**src/rtl/imm_enc.sv**
```systemverilog
// Immediate encoder: packs a sign-extended immediate into the I/S/B/U/J fields of an instruction
// template through a 2-stage valid/ready pipeline. Range checks gated by
// YSYX_23060251_IMM_RANGE_CHECK_EN.
module imm_enc #(
  parameter int unsigned CNT_W = 16
) (
  input  logic             clk_i,
  input  logic             rst_n_i,
  input  logic             in_valid_i,
  output logic             in_ready_o,
  input  logic [5:1]       imm_sel_i,
  input  logic [63:0]      imm_i,
  input  logic [31:0]      base_i,
  output logic             out_valid_o,
  input  logic             out_ready_i,
  output logic [31:0]      inst_o,
  output logic             err_o,
  output logic [CNT_W-1:0] err_cnt_o
);

  logic        s1_valid_q, s1_valid_d;
  logic [5:1]  s1_sel_q;
  logic [63:0] s1_imm_q;
  logic [31:0] s1_base_q;
  logic        s2_valid_q, s2_valid_d;
  logic [31:0] inst_q;
  logic [31:0] enc_inst;
  logic        s2_adv, s1_load, s2_load;

  assign s2_adv     = !s2_valid_q | out_ready_i;
  assign in_ready_o = !s1_valid_q | s2_adv;
  assign s1_load    = in_valid_i & in_ready_o;
  assign s2_load    = s2_adv & s1_valid_q;

  assign s1_valid_d = in_ready_o ? in_valid_i : s1_valid_q;
  assign s2_valid_d = s2_adv ? s1_valid_q : s2_valid_q;

  // Invalid selects leave the template untouched.
  always_comb begin
    enc_inst = s1_base_q;
    case (s1_sel_q)
      5'b00001: enc_inst[31:20] = s1_imm_q[11:0];
      5'b00010: begin
        enc_inst[31:25] = s1_imm_q[11:5];
        enc_inst[11:7]  = s1_imm_q[4:0];
      end
      5'b00100: begin
        enc_inst[31]    = s1_imm_q[12];
        enc_inst[7]     = s1_imm_q[11];
        enc_inst[30:25] = s1_imm_q[10:5];
        enc_inst[11:8]  = s1_imm_q[4:1];
      end
      5'b01000: enc_inst[31:12] = s1_imm_q[31:12];
      5'b10000: begin
        enc_inst[31]    = s1_imm_q[20];
        enc_inst[19:12] = s1_imm_q[19:12];
        enc_inst[20]    = s1_imm_q[11];
        enc_inst[30:21] = s1_imm_q[10:1];
      end
      default: ;
    endcase
  end

  always_ff @(posedge clk_i or negedge rst_n_i) begin
    if (!rst_n_i) begin
      s1_valid_q <= 1'b0;
      s1_sel_q   <= '0;
      s1_imm_q   <= '0;
      s1_base_q  <= '0;
      s2_valid_q <= 1'b0;
      inst_q     <= '0;
    end else begin
      s1_valid_q <= s1_valid_d;
      s2_valid_q <= s2_valid_d;
      if (s1_load) begin
        s1_sel_q  <= imm_sel_i;
        s1_imm_q  <= imm_i;
        s1_base_q <= base_i;
      end
      if (s2_load) inst_q <= enc_inst;
    end
  end

  assign out_valid_o = s2_valid_q;
  assign inst_o      = inst_q;

`ifdef YSYX_23060251_IMM_RANGE_CHECK_EN
  logic             sext11, sext12, sext20, sext31;
  logic             enc_err;
  logic             err_q;
  logic [CNT_W-1:0] err_cnt_q, err_cnt_d;

  // Upper bits must all equal the field's sign bit for the value to fit.
  assign sext11 = (&s1_imm_q[63:11]) | ~(|s1_imm_q[63:11]);
  assign sext12 = (&s1_imm_q[63:12]) | ~(|s1_imm_q[63:12]);
  assign sext20 = (&s1_imm_q[63:20]) | ~(|s1_imm_q[63:20]);
  assign sext31 = (&s1_imm_q[63:31]) | ~(|s1_imm_q[63:31]);

  always_comb begin
    enc_err = 1'b1;
    case (s1_sel_q)
      5'b00001, 5'b00010: enc_err = !sext11;
      5'b00100:           enc_err = !sext12 | s1_imm_q[0];
      5'b01000:           enc_err = !sext31 | (|s1_imm_q[11:0]);
      5'b10000:           enc_err = !sext20 | s1_imm_q[0];
      default:            enc_err = 1'b1;
    endcase
  end

  always_comb begin
    err_cnt_d = err_cnt_q;
    if (s2_valid_q && out_ready_i && err_q && !(&err_cnt_q)) err_cnt_d = err_cnt_q + CNT_W'(1);
  end

  always_ff @(posedge clk_i or negedge rst_n_i) begin
    if (!rst_n_i) begin
      err_q     <= 1'b0;
      err_cnt_q <= '0;
    end else begin
      if (s2_load) err_q <= enc_err;
      err_cnt_q <= err_cnt_d;
    end
  end

  assign err_o     = err_q;
  assign err_cnt_o = err_cnt_q;
`else
  logic unused_imm_hi;
  assign unused_imm_hi = ^s1_imm_q[63:32];
  assign err_o         = 1'b0;
  assign err_cnt_o     = '0;
`endif

endmodule

```
**config.mk**
```make
export PLATFORM = sky130hd
export DESIGN_NAME = imm_enc
export DESIGN_NICKNAME = d
export VERILOG_FILES = /design/src/rtl/imm_enc.sv
export SDC_FILE = /design/constraint.sdc
export NUM_CORES = 1
export LEC_CHECK = 0
export CAP_MARGIN = 20
export CELL_PAD_IN_SITES_DETAIL_PLACEMENT = 2
export CELL_PAD_IN_SITES_GLOBAL_PLACEMENT = 2
export CORE_MARGIN = 2
export CORE_UTILIZATION = 29
export DETAILED_ROUTE_END_ITERATION = 10
export MAX_ROUTING_LAYER = met4
export PLACE_DENSITY_LB_ADDON = 0.1
export SETUP_SLACK_MARGIN = 0.1
export SLEW_MARGIN = 20
export SYNTH_ARGS = -nofsm -noshare
export SYNTH_HDL_FRONTEND = slang
export SYNTH_SLANG_ARGS = --single-unit
```
**constraint.sdc**
```tcl
create_clock -name clk_i -period 2 [get_ports clk_i]
set_clock_uncertainty 0.05 [all_clocks]
set_input_delay 0.4 -clock clk_i [delete_from_list [all_inputs] [get_ports clk_i]]
set_output_delay 0.4 -clock clk_i [all_outputs]
set_load 0.02 [all_outputs]
```
Word-level counts from Yosys, hierarchy flattened
Index checks and enable logic that the tools add are counted.

Register bits after elaboration: 103. Input bits: 105. Output and inout bits: 51. Logic and storage cells: 23.

Equality and inequality tests: 5. Mux-type cells: 4. Bitwise logic cells: 4. Reduce and logical (&&, ||, !) cells: 4.

Operator list (number): $pmux W7 S4 (1); $pmux W5 S3 (1); $pmux W5 S2 (1); $mux W8 (1); $eq A5 B1 Y1 const B (1); $eq A5 B2 Y1 const B (1); $eq A5 B3 Y1 const B (1); $eq A5 B4 Y1 const B (1); $eq A5 B5 Y1 const B (1); $reduce_or A2 Y1 (2); $and A1 B1 Y1 (2); $logic_not A1 Y1 (2); $or A1 B1 Y1 (2).

Longest topological paths before layout
Gate-level depths: netlist (run 1).

Depth in word-level cells: 4. Mapped depth: 7.

Worst setup path after synthesis (run 1)
Ideal clock, no wire load.

Path kind: flip-flop to flip-flop. Start point: register s2_valid_q, in the netlist out_valid_o. End point: register s1_imm_q[10]. Arrival: 1.661 ns. Data required time: 1.822 ns. Slack: 0.161 ns. Cell stages (with the launch flop): 6. Cells stage by stage: dfrtp_1 -> nand3b_1 -> nand2_1 -> buf_2 -> buf_4 -> mux2_1.

Cells in the longest elaborated chain, start to end: 4.

Ends and longest elaborated chain: start: declaration (RTL line 25) `logic s2_valid_q, s2_valid_d;`; start signal: assignment (RTL line 74) `s2_valid_q <= s2_valid_d;`; $logic_not A1 Y1 (RTL line 30) `assign s2_adv = !s2_valid_q | out_ready_i;`; $or A1 B1 Y1 (RTL line 30); $or A1 B1 Y1 (RTL line 31) `assign in_ready_o = !s1_valid_q | s2_adv;`; net in_ready_o (RTL line 10) `output logic in_ready_o,`; $and A1 B1 Y1 (RTL line 32) `assign s1_load = in_valid_i & in_ready_o;`; end signal: assignment (RTL line 77) `s1_imm_q <= imm_i;`; end: declaration (RTL line 23) `logic [63:0] s1_imm_q;`.

The timed path passes the listed nets, and every way through them passes these cells. A chain may end at the register's enable or synchronous reset.

Worst setup path in the final report (run 1)
Start point: register inst_q[20], in the netlist inst_o[20]. End point: output inst_o[20].

RTL lines: start: declaration (RTL line 26) `logic [31:0] inst_q;`; start signal: assignment (RTL line 80) `if (s2_load) inst_q <= enc_inst;`; end: declaration (RTL line 16) `output logic [31:0] inst_o,`.

No word-level cell between the ends.

==> results.cfg, run 1 <==
[setup_path]
cp_slowest_cell = clkdlybuf4s50_1
path_cells = clkdlybuf4s50_1
arrival_ns = 1.36
start_kind = register
cp_max_fo = 2
startpoint = inst_o[20]$_DFFE_PN0P_
rr_worst_depth = 5
r2r_setup_slack_ns = 0.26
criticalPathCategory = reg2out
timing.rr.end = inst_o[29]$_DFFE_PN0P_
cp_data_required_time_ns = 1.55
cp_slowest_stage_delay_ns = 0.66
cp-end-kind = primary output
critPathTopFamily = buffers and inverters
crit_buf_inv = 1
reg2reg_from = s1_sel_q[5]$_DFFE_PN0P_

[floorplan]
die_area_sq_mm = 0.01672
io_pins = 156
fp.dieW_microns = 129.3
initial_core_util = 0.2984
design.core.area_sq_mm = 0.01526
die_height_microns = 129.3
num_rows = 45

[detailed_routing]
vias_per_cell = 4.484
routed_wl_microns = 11370
drtIter0Drc = 97
num_vias = 3058
drc = 0
post_drt_wl_per_cell_microns = 16.67
detail-route-antenna-nets = 0
drtPass1Iterations = 4

[timing]
setup_viol = 0
slew_viol_final = 0
finalHoldViolCount = 0
fin_crit_ns = 1.813
fmax_mhz = 551.6
finalCritPeriodShare = 0.9065
rsz0062_at_grt = no

[yosys]
synth_top_area_frac = 0.5661
yosysUniqueCellTypes = 37
yosysWarnings = 0
syn-cell-area_sq_mm = 0.004553
synth_edf_count = 0
synth_cells = 345
syn_avg_cell_area_sq_um = 13.20
netlist_top_cells_area = dfrtp_1, mux2_1, mux2i_1, buf_4, o21ai_1
ys_async_sr_fraction = 1.000
ys.flop_type = dfrtp_1
synth-seq-area-share = 0.5661
ys_ff_latch = 103
yosys.area.top_type = dfrtp_1

[finish]
diodes = 0
final_nets = 571
drive_above_1_share = 0.1210
area_delta_synth_final_pct = 38.44
postLayoutCoreUtil = 0.4131
stdcell_count = 682

[outcome]
status = finished, final reports clean

[placement]
io_buffers = 106
place_congestion = 0.6869
dp_hpwl_microns = 8440
dp_cells = 662

[global_routing]
grt_util_all_layers = 0.1512
grt_pass1_vias = 3511
antenna_found_initial = 0
grt_max_degree = 35
grt_pass1_wl_microns = 18560
overflow = 0

[run]
cap_violations = 0

[clocking]
clock_latency_ns = 0.35
cts.path.max_buffers = 2
clock_sinks = 103
clk_pin_slew_ns = 0.07
cts_tree = done
clockRootBuffer = clkbuf_16
htreeDepth = 3
cts_buffers = 9

[power]
ir_worst_vdd_uv = 497.5
cellPowerDensity_mw_per_mm2 = 980.5
cellLeakagePower_uw = 0.002657

[worst_hold_path]
hold_class = in2async
## worst max-delay path by stage
stage          depth (start not counted)  slack [ns]                   endpoint
2_1_floorplan                          5        0.16   s1_imm_q[10]$_DFFE_PN0P_
3_5_place_dp                           6       -0.08  s1_base_q[25]$_DFFE_PN0P_
4_1_cts                                5        0.13     inst_o[29]$_DFFE_PN0P_
6_report                               1        0.19                 inst_o[20]
3_3_place_gp                           3       -0.05                 in_ready_o
5_1_grt                                6        0.11     inst_o[24]$_DFFE_PN0P_
## timing repair
item	4_1_cts	5_1_grt
setup endpoints to repair	1	8
hold buffers	1	0
gates resized for setup	1	3
pin swaps	0	2
setup buffers	0	3
endpoints found under the hold margin	12	0
## placed cells by master (no fill, tap or decap), drive strengths merged, types with 5 or more instances in the layout
cell type,instances
clkbuf,10
o21ai,24
nand2b,5
dfrtp,103
clkdlybuf4s50,104
buf,24
conb,17
nand2,28
mux2,82
mux2i,18
a21oi,9
nand3b,5
## cell type report
cell class / count / area [sq um]
Fill cell: 1567 / 8955
Clock inverter: 6 / 83.83
Clock buffer: 10 / 229.0
Sequential cell: 103 / 2579
Inverter: 1 / 3.754
Multi-Input combinational cell: 221 / 1817
Timing Repair Buffer: 130 / 1328
Tap cell: 211 / 264.0
## through the flow
stage	total power [uW]	hold slack (ns)	TNS, ns	setup WS [ns]	instance area, sq um
after floorplan	3550	0.05441	0	0.1612	4613
after detailed placement	4346	0.2334	-3.595	-0.07909	5939
after CTS	6290	0.4033	0	0.1327	6261
after global routing	6553	0.4176	0	0.1140	6304
after global placement	4280	0.2269	-1.475	-0.04998	5939
final	6181	0.4078	0	0.1870	6304
## cell families (layout without fill, tap and decap cells)
kind of cell / count (synthesis) / after routing / share of synthesized area
AO/OA/AOI/OAI: 48 / 48 / 0.07090
XOR/XNOR: 4 / 4 / 0.007694
buffers and inverters: 37 / 147 / 0.05166
flip-flops: 103 / 103 / 0.5661
multiplexers: 100 / 100 / 0.2424
other: 1 / 17 / 0.0008236
AND/OR/NAND/NOR: 52 / 52 / 0.06046
## synthesized netlist by cell type (5+ instances only)
master      n
nand2_1    28
buf_2      11
mux2_2      5
a21oi_1     8
o21ai_1    24
mux2_1     77
nand3b_1    5
dfrtp_1   103
buf_4      20
mux2i_1    18
## metal layers
layer	vias up	wire length [microns]	global-route usage
li1	1429	-	-
met1	1543	5236	0.1956
met2	76	5423	0.2337
met3	10	531	0.03799
met4	0	174	0.04795
met5	-	0	-
## report_power, final
group	internal (uW)	switching, uW
Sequential	2460	238
Clock	1100	796
Combinational	826	767
## flip-flops by register name, summed over array words and instances, names as in the netlist
register,cells
s1_base_q,32
s1_sel_q,5
out_valid_o,1
s1_valid_q,1
inst_o,32
s1_imm_q,32
(Power assumes the default switching activity.)
==> run 2: changes to the inputs <==
--- a/config.mk
+++ b/config.mk
@@ -8,8 +8,11 @@
 export CAP_MARGIN = 20
 export CELL_PAD_IN_SITES_DETAIL_PLACEMENT = 2
 export CELL_PAD_IN_SITES_GLOBAL_PLACEMENT = 2
+export CORE_ASPECT_RATIO = 1.2
 export CORE_MARGIN = 2
 export CORE_UTILIZATION = 29
+export CTS_CLUSTER_DIAMETER = 100
+export CTS_CLUSTER_SIZE = 20
 export DETAILED_ROUTE_END_ITERATION = 10
 export MAX_ROUTING_LAYER = met4
 export PLACE_DENSITY_LB_ADDON = 0.1
==> results.cfg, run 2 (same netlist as run 1, synthesis figures left out) <==
[outcome]
status = finished, final reports clean

[global_routing]
grt_pass1_vias = 3529
grt_util_all_layers = 0.1548
grt_pass1_wl_microns = 19460
overflow = 0
antenna_found_initial = 0
grt_max_degree = 36

[floorplan]
initial_core_util = 0.2935
die_height_microns = 141.3
design.core.area_sq_mm = 0.01551
fp.dieW_microns = 118.4
die_area_sq_mm = 0.01672
io_pins = 156
num_rows = 50

[detailed_routing]
drtPass1Iterations = 4
drc = 0
drtIter0Drc = 74
post_drt_wl_per_cell_microns = 17.44
num_vias = 3107
routed_wl_microns = 11950
vias_per_cell = 4.536
detail-route-antenna-nets = 0

[finish]
drive_above_1_share = 0.1363
final_area_sq_mm = 0.006346
area_delta_synth_final_pct = 39.38
final_common_cell = clkdlybuf4s50_1
final_nets = 578
final_cell_mix = clkdlybuf4s50_1, dfrtp_1, mux2_1, nand2_1, buf_4
diodes = 0

[setup_path]
critPathTopFamily = flip-flops
reg2reg_from = s1_sel_q[2]$_DFFE_PN0P_
cp_max_fo = 10
criticalPathCategory = reg2reg
crit_buf_inv = 1
cp-end-kind = register
worstSetupPathDepth = 5
cp_data_required_time_ns = 2.18
cp_slowest_cell = dfrtp_1
path_cells = inv_1 -> and3_4 -> mux2_1 -> mux2i_1 -> o21ai_1
rr_worst_depth = 5
start_kind = register
r2r_setup_slack_ns = 0.20
cp_slowest_stage_delay_ns = 0.51
arrival_ns = 1.98
timing.rr.end = inst_o[30]$_DFFE_PN0P_

[placement]
dpl_cell_area_sq_mm = 0.005953
place_congestion = 0.6904
dp_hpwl_microns = 8710
dpl_worst_slack_ns = -0.06884
io_buffers = 106

[power]
cellPowerDensity_mw_per_mm2 = 983.3
ir_worst_vdd_uv = 351.4
p_switching_uw = 1820
swShare = 0.2916
power.share.sequential = 0.434
cellLeakagePower_uw = 0.002684
pwr-share-clk = 0.308
p_int_uw = 4421
comb_power_share = 0.258

[clocking]
htreeDepth = 3
cts_buffers = 9
cts.path.max_buffers = 2
clock_latency_ns = 0.35
cts_tree = done
clockRootBuffer = clkbuf_16
clock_sinks = 103
clk_pin_slew_ns = 0.07

[worst_hold_path]
whs_endpoint = inst_o[6]$_DFFE_PN0P_
hold_depth = 1
hold_class = reg2reg
worst_hold_startpoint = s1_base_q[6]$_DFFE_PN0P_

[timing]
finalCritPeriodShare = 0.8998
tightestPinTransition_ns = 0.5230
layout_setup_ws_ns = 0.2003
fin_crit_ns = 1.800
finalHoldViolCount = 0
tns_ns = 0
slew_headroom = 0.6513
fmax_mhz = 555.7
setup_viol = 0
slew_viol_final = 0
rsz0062_at_grt = no

[run]
cap_violations = 0
## run 2: power groups by stage
stage | clock [uW] | combinational, uW | sequential [uW]
6_report | 1920 | 1610 | 2710
5_1_grt | 2080 | 1760 | 2770
4_1_cts | 2000 | 1610 | 2720
3_5_place_dp | 0 | 1600 | 2760
3_3_place_gp | 0 | 1560 | 2730
2_1_floorplan | 0 | 677 | 2870
## run 2: layout make-up
class	count	area, sq um
sequential	103	2580
clock buffer	10	239.0
fill	1653	9169
inverter	1	3.754
clock inverter	5	81.33
tap	208	260.3
timing repair buffer	137	1355
multi-input combinational	221	1827
## run 2: metrics by stage
stage                     hold WS (ns)  utilization  cells  power, uW
after floorplan                0.05441            -    361       3550
after global placement          0.3606       0.3837    663       4288
after detailed placement        0.3723       0.3837    663       4361
after CTS                       0.4440       0.4049    679       6337
after global routing            0.4573       0.4090    685       6607
final                           0.4397       0.4090    685       6240
## run 2: timing repair
item                                    in CTS  in global routing
endpoints found under the setup margin       1                 16
hold buffers                                 1                  0
setup buffers                                0                  6
gates resized for setup                      1                  5
endpoints found under the hold margin       30                  0
pin swaps                                    0                  1
## run 2: per-layer routing
layer,share of wire,track usage,vias to the layer above
li1,-,-,1434
met1,0.41,0.1706,1581
met2,0.53,0.2732,77
met3,0.044,0.03135,15
met4,0.020,0.06516,0
met5,0,-,-
## run 2: worst max path at each step
stage	end	start	slack (ns)
final	inst_o[30]$_DFFE_PN0P_	s1_sel_q[2]$_DFFE_PN0P_	0.20
after global routing	inst_o[30]$_DFFE_PN0P_	s1_sel_q[2]$_DFFE_PN0P_	0.11
after CTS	inst_o[14]$_DFFE_PN0P_	s1_sel_q[1]$_DFFE_PN0P_	0.12
after detailed placement	in_ready_o	out_ready_i	-0.07
after global placement	in_ready_o	out_ready_i	-0.05
after floorplan	s1_imm_q[10]$_DFFE_PN0P_	out_valid_o$_DFFE_PN0P_	0.16
## run 2: worst register-to-register path: cells and delay by family (launching register included)
| family | cells | cell delay [ns] |
|---|---|---|
| AND/OR/NAND/NOR | 1 | 0.33 |
| AO/OA/AOI/OAI | 1 | 0.08 |
| multiplexers | 2 | 0.50 |
| buffers and inverters | 1 | 0.21 |
| flip-flops | 1 | 0.51 |
